### config.mk
export PLATFORM = sky130hd
export DESIGN_NAME = gpio_rgb_receiver
export DESIGN_NICKNAME = d
export VERILOG_FILES = /design/src/rtl/gpio_rgb_receiver.sv
export SDC_FILE = /design/constraint.sdc
export NUM_CORES = 1
export LEC_CHECK = 0
export BUFFER_PORTS_ARGS = -buffer_cell sky130_fd_sc_hd__buf_2
export CORE_ASPECT_RATIO = 1.75
export CORE_MARGIN = 1.5
export CORE_UTILIZATION = 45
export CTS_BUF_LIST = sky130_fd_sc_hd__clkbuf_4
export CTS_CLUSTER_SIZE = 24
export DETAILED_ROUTE_END_ITERATION = 7
export PLACE_DENSITY_LB_ADDON = 0.05
export SLEW_MARGIN = 20
export SYNTH_ARGS = -nofsm -noshare
export SYNTH_HDL_FRONTEND = slang
export SYNTH_SLANG_ARGS = --single-unit
### constraint.sdc
create_clock -name clk -period 8.5 [get_ports clk]
set_clock_uncertainty 0.2 [all_clocks]
set_input_delay 0.425 -clock clk [delete_from_list [all_inputs] [get_ports clk]]
set_output_delay 0.425 -clock clk [all_outputs]
set_load 0.02 [all_outputs]
### src/rtl/gpio_rgb_receiver.sv
// GPIO sink: captures R/G/B-tagged 32-bit words into three FIFOs and unpacks
// them into byte-wide RGB pixels on a valid/ready stream.
module gpio_rgb_receiver #(
  parameter int DEPTH     = 8,
  parameter int MAX_WORDS = 40000,
  parameter int CNT_W     = 16
) (
  input  logic             clk,
  input  logic             rst,
  input  logic [31:0]      GPIO,
  input  logic             GPIOEnR,
  input  logic             GPIOEnG,
  input  logic             GPIOEnB,
  input  logic             GPIOEn,
  output logic [7:0]       pix_r,
  output logic [7:0]       pix_g,
  output logic [7:0]       pix_b,
  output logic             pix_valid,
  input  logic             pix_ready,
  output logic             overflow,
  output logic             done,
  output logic [CNT_W-1:0] word_count
);

  localparam int AW = (DEPTH > 1) ? $clog2(DEPTH) : 1;
  localparam int CW = AW + 1;

  typedef enum logic [1:0] {
    S_IDLE    = 2'd0,
    S_CAPTURE = 2'd1,
    S_DRAIN   = 2'd2,
    S_DONE    = 2'd3
  } state_t;

  state_t state_q, state_d;

  // Channel index 0 = red, 1 = green, 2 = blue.
  logic [31:0]   mem_q    [3][DEPTH];
  logic [AW-1:0] wr_ptr_q [3];
  logic [AW-1:0] wr_ptr_d [3];
  logic [AW-1:0] rd_ptr_q [3];
  logic [AW-1:0] rd_ptr_d [3];
  logic [CW-1:0] cnt_q    [3];
  logic [CW-1:0] cnt_d    [3];
  logic [31:0]   head     [3];

  logic [2:0]       push_req, push_acc, full, empty;
  logic [1:0]       lane_q, lane_d;
  logic             ovf_q, ovf_d;
  logic             done_q, done_d;
  logic [CNT_W-1:0] wc_q, wc_d;
  logic             cap_en, done_set;
  logic             fire, pop, wc_last, all_empty;

  // ---------------------------------------------------------------------------
  // FIFO status and push arbitration
  always_comb begin
    for (int ch = 0; ch < 3; ch++) begin
      full[ch]  = (cnt_q[ch] == CW'(DEPTH));
      empty[ch] = (cnt_q[ch] == '0);
      head[ch]  = mem_q[ch][rd_ptr_q[ch]];
    end
  end

  assign push_req  = {GPIOEnB, GPIOEnG, GPIOEnR} & {3{cap_en}};
  assign pix_valid = ~|empty;
  assign fire      = pix_valid & pix_ready;
  assign pop       = fire & (lane_q == 2'd3);
  // A full FIFO still takes the word when the same edge frees its head slot.
  assign push_acc  = push_req & (~full | {3{pop}});
  assign all_empty = &empty;
  assign wc_last   = (wc_q == CNT_W'(MAX_WORDS - 1));

  always_comb begin
    for (int ch = 0; ch < 3; ch++) begin
      wr_ptr_d[ch] = push_acc[ch] ? wr_ptr_q[ch] + AW'(1) : wr_ptr_q[ch];
      rd_ptr_d[ch] = pop ? rd_ptr_q[ch] + AW'(1) : rd_ptr_q[ch];
      cnt_d[ch]    = cnt_q[ch] + CW'(push_acc[ch]) - CW'(pop);
    end
  end

  always_comb begin
    lane_d = fire ? lane_q + 2'd1 : lane_q;
    wc_d   = push_acc[2] ? wc_q + CNT_W'(1) : wc_q;
    ovf_d  = ovf_q | (|(push_req & full & ~{3{pop}}));
    done_d = done_set;
  end

  // ---------------------------------------------------------------------------
  // Storage: data words carry no reset, only pointers and counts do
  always_ff @(posedge clk) begin
    for (int ch = 0; ch < 3; ch++) begin
      if (push_acc[ch]) begin
        mem_q[ch][wr_ptr_q[ch]] <= GPIO;
      end
    end
  end

  always_ff @(posedge clk) begin
    if (!rst) begin
      for (int ch = 0; ch < 3; ch++) begin
        wr_ptr_q[ch] <= '0;
        rd_ptr_q[ch] <= '0;
        cnt_q[ch]    <= '0;
      end
      lane_q <= '0;
      ovf_q  <= 1'b0;
      done_q <= 1'b0;
      wc_q   <= '0;
    end else begin
      for (int ch = 0; ch < 3; ch++) begin
        wr_ptr_q[ch] <= wr_ptr_d[ch];
        rd_ptr_q[ch] <= rd_ptr_d[ch];
        cnt_q[ch]    <= cnt_d[ch];
      end
      lane_q <= lane_d;
      ovf_q  <= ovf_d;
      done_q <= done_d;
      wc_q   <= wc_d;
    end
  end

  // ---------------------------------------------------------------------------
  // Control FSM: state register
  always_ff @(posedge clk) begin
    if (!rst) begin
      state_q <= S_IDLE;
    end else begin
      state_q <= state_d;
    end
  end

  // Control FSM: next state
  always_comb begin
    state_d = state_q;
    unique case (state_q)
      S_IDLE: begin
        if (GPIOEn) begin
          state_d = (push_acc[2] && wc_last) ? S_DRAIN : S_CAPTURE;
        end
      end
      S_CAPTURE: begin
        if (push_acc[2] && wc_last) begin
          state_d = S_DRAIN;
        end
      end
      S_DRAIN: begin
        if (all_empty && (lane_q == 2'd0)) begin
          state_d = S_DONE;
        end
      end
      S_DONE:  state_d = S_DONE;
      default: state_d = S_IDLE;
    endcase
  end

  // Control FSM: outputs
  always_comb begin
    cap_en   = 1'b0;
    done_set = 1'b0;
    unique case (state_q)
      S_IDLE:    cap_en   = GPIOEn;
      S_CAPTURE: cap_en   = 1'b1;
      S_DRAIN:   cap_en   = 1'b0;
      S_DONE:    done_set = 1'b1;
      default:   cap_en   = 1'b0;
    endcase
  end

  // ---------------------------------------------------------------------------
  // Pixel output: lane selects the byte of each FIFO head
  always_comb begin
    pix_r = 8'h00;
    pix_g = 8'h00;
    pix_b = 8'h00;
    if (pix_valid) begin
      pix_r = head[0][{lane_q, 3'b000} +: 8];
      pix_g = head[1][{lane_q, 3'b000} +: 8];
      pix_b = head[2][{lane_q, 3'b000} +: 8];
    end
  end

  assign overflow   = ovf_q;
  assign done       = done_q;
  assign word_count = wc_q;

endmodule

==> results.sh <==
export IMPL_synth_edf_count=768
export IMPL_timing_hold_violations_final=0
export IMPL_startpoint_type="flip-flop"
export IMPL_numCtsBuffers=190
export IMPL_tns_ns=0
export IMPL_drtPass1Iterations=5
export IMPL_wl_per_cell_microns=25.1
export IMPL_worstMarginPinSlew_ns=1.07
export IMPL_ys_ff_latch=820
export IMPL_setup_violations=0
export IMPL_total_power_mw=8.33
export IMPL_ys_async_sr_fraction=0
export IMPL_endpoint_kind="output port"
export IMPL_drt_initial_drc_count=928
export IMPL_power_density_nw_per_um2=223
export IMPL_drv_slew=0
export IMPL_p_leak_nw=11.9
export IMPL_coreArea_sq_um=73100
export IMPL_grt_pass1_wl_microns=114000
export IMPL_wl_microns=76700
export IMPL_die_y_microns=363
export IMPL_overflow=0
export IMPL_timing_final_crit_share=0.534
export IMPL_fill_cells=6068
export IMPL_slew_headroom=0.285
export IMPL_clk_path_buf_depth=3
export IMPL_viasPerCell=5.58
export IMPL_io_buffers=81
export IMPL_fp_dieW_microns=209
export IMPL_rr_startpoint="cnt_q[0][10]"
export IMPL_h_tree_depth=4
export IMPL_post_cts_buffers=0
export IMPL_worst_hold_path_type="input port to flip-flop"
export IMPL_r2r_cells=6
export IMPL_mappedNetlistArea_sq_um=33300
export IMPL_path_clk_slew_ns=0.07
export IMPL_path_max_fanout=29
export IMPL_io_pins=82
export IMPL_drv_cap=0
export IMPL_ys_warn_count=0
export IMPL_critPathKind="flip-flop to output port"
export IMPL_grt_util_all_layers=0.208
export IMPL_rows=131
export IMPL_ant_nets=0
export IMPL_hold_depth=4
export IMPL_gp_congestion=0.737
export IMPL_insertion_delay_ns=0.98
export IMPL_timing_fmax_ghz=0.220
export IMPL_dpl_hpwl_microns=43700
export IMPL_rsz0062_at_grt="no"
export IMPL_synth_nets=1781
export IMPL_dieArea_sq_um=75600
export IMPL_avgSynthCellArea_sq_um=19.4
export IMPL_outcome="finished clean"
export IMPL_vias=17000
export IMPL_syn2layout_area_growth_pct=12.4
export IMPL_clock_sinks=820
export IMPL_syn_inst=1712
export IMPL_final_layout_size_suffix_gt1_frac=0.281
export IMPL_r2r_end="mem_q[0][665]"
export IMPL_hold_end="cnt_q[0][1]"
export IMPL_cts_tree="done"
export IMPL_route_detailed_drc=0
export IMPL_period_needed_ns=4.54
export IMPL_ys_types=59
export IMPL_synth_ff_type="edfxtp_1"
export IMPL_first_global_vias=18500
export IMPL_initial_core_util=0.455
export IMPL_final_cells=3055
export IMPL_ir_worst_vdd_mv=0.108
export IMPL_ys_seq_area_frac=0.724
export IMPL_placedCellCount=2664
export IMPL_critPathArrivalTime_ns=3.91
export IMPL_clockRootBuffer="clkbuf_4"
export IMPL_regToRegSetupSlack_ns=4.81
export IMPL_fin_nets=2038
export IMPL_hp_start="rst"
export IMPL_grt_max_degree=63
export IMPL_antenna_found_initial=6
export IMPL_cp_required_ns=7.88
state kept, by name, summed over array words and instances (netlist names):
name	cells
overflow	1
word_count	16
done	1
state_q	2
rd_ptr_q	9
lane_q	2
wr_ptr_q	9
cnt_q	12
mem_q	768
metal layers:
metal | wire [microns] | vias to the layer above | global-route usage
li1 | - | 7619 | -
met1 | 31000 | 8850 | 0.253
met2 | 40400 | 433 | 0.364
met3 | 3210 | 132 | 0.0395
met4 | 2130 | 4 | 0.0835
met5 | 20 | - | 0
cell families after synthesis:
| family | synth area share |
|---|---|
| AOI/OAI and AO/OA | 0.0380 |
| muxes | 0.162 |
| adders and majority gates | 0.0120 |
| and+or+nand+nor | 0.0344 |
| xor gates and xnor gates | 0.00263 |
| DFF | 0.724 |
| buffers and inverters | 0.0266 |
Yosys cell counts (25+ instances only):
| cell type | number | area [sq um] |
|---|---|---|
| mux2i_1 | 166 | 1660 |
| mux4_2 | 86 | 1940 |
| nor2_1 | 26 | 97.6 |
| ha_1 | 27 | 338 |
| mux4_1 | 58 | 1520 |
| a31oi_1 | 25 | 156 |
| edfxtp_1 | 768 | 23100 |
| a21oi_1 | 38 | 190 |
| nand2_1 | 92 | 345 |
| inv_1 | 32 | 120 |
| dfxtp_1 | 52 | 1040 |
how the worst max path moves through the flow:
| stage | from | to | slack (ns) |
|---|---|---|---|
| finish | rd_ptr_q[0][6] | pix_b[5] | 3.96 |
| detailed placement | cnt_q[0][2] | mem_q[0][729] | 4.42 |
| floorplan | cnt_q[0][10] | mem_q[0][288] | 3.27 |
| global route | rd_ptr_q[0][6] | pix_b[5] | 3.63 |
| global placement | cnt_q[0][2] | mem_q[0][729] | 4.58 |
| CTS | rd_ptr_q[0][6] | pix_b[5] | 3.78 |
through the flow:
stage / worst slack (ns) / hold slack, ns / instance area (sq um) / utilization
after floorplan: 3.27 / 0.268 / 33300 / -
after global placement: 4.58 / 0.269 / 34500 / 0.472
after detailed placement: 4.42 / 0.276 / 34500 / 0.472
after CTS: 3.78 / 0.0635 / 37400 / 0.511
after global routing: 3.63 / 0.0997 / 37400 / 0.511
final: 3.96 / 0.181 / 37400 / 0.511
critical path: stages (launching register included):
cell	delay, ns
dfxtp_4	0.74
buf_4	0.56
nor2b_1	0.65
a22oi_1	0.16
a31oi_1	0.42
a21oi_2	0.17
buf_2	0.19
cells in the final DEF, fill, tap and decap left out, drive strengths merged, types with 14 or more instances in the layout:
master,synthesis,final
a21oi,62,62
a221o,24,24
a22oi,24,24
a31oi,25,25
and2,14,14
buf,74,118
clkbuf,23,271
clkinv,0,63
dfxtp,52,52
dlygate4sd3,0,44
edfxtp,768,768
ha,27,27
inv,34,40
mux2,24,24
mux2i,166,166
mux4,144,144
nand2,93,93
nand2b,19,19
nor2,26,26
where the power goes:
| part | internal (mW) | switching (mW) |
|---|---|---|
| clock network | 1.56 | 1.51 |
| logic | 0.223 | 0.440 |
| registers | 4.56 | 0.0437 |
layout make-up:
cell class / instances / area (sq um) / area share
well taps: 931 / 1160 / 0.0312
repair buffers: 162 / 1140 / 0.0306
diodes: 4 / 10.0 / 0.000268
clock buffers: 271 / 2030 / 0.0544
flip-flops and latches: 820 / 24100 / 0.645
inverters: 34 / 130 / 0.00348
multi-input cells: 761 / 8420 / 0.225
clock inverters: 72 / 362 / 0.00967
what timing repair did:
action / CTS / global route
resized for setup: 0 / 0
hold buffers: 44 / 0
hold endpoints to repair: 828 / 0
Note: power is estimated with default switching activity, not from simulation.
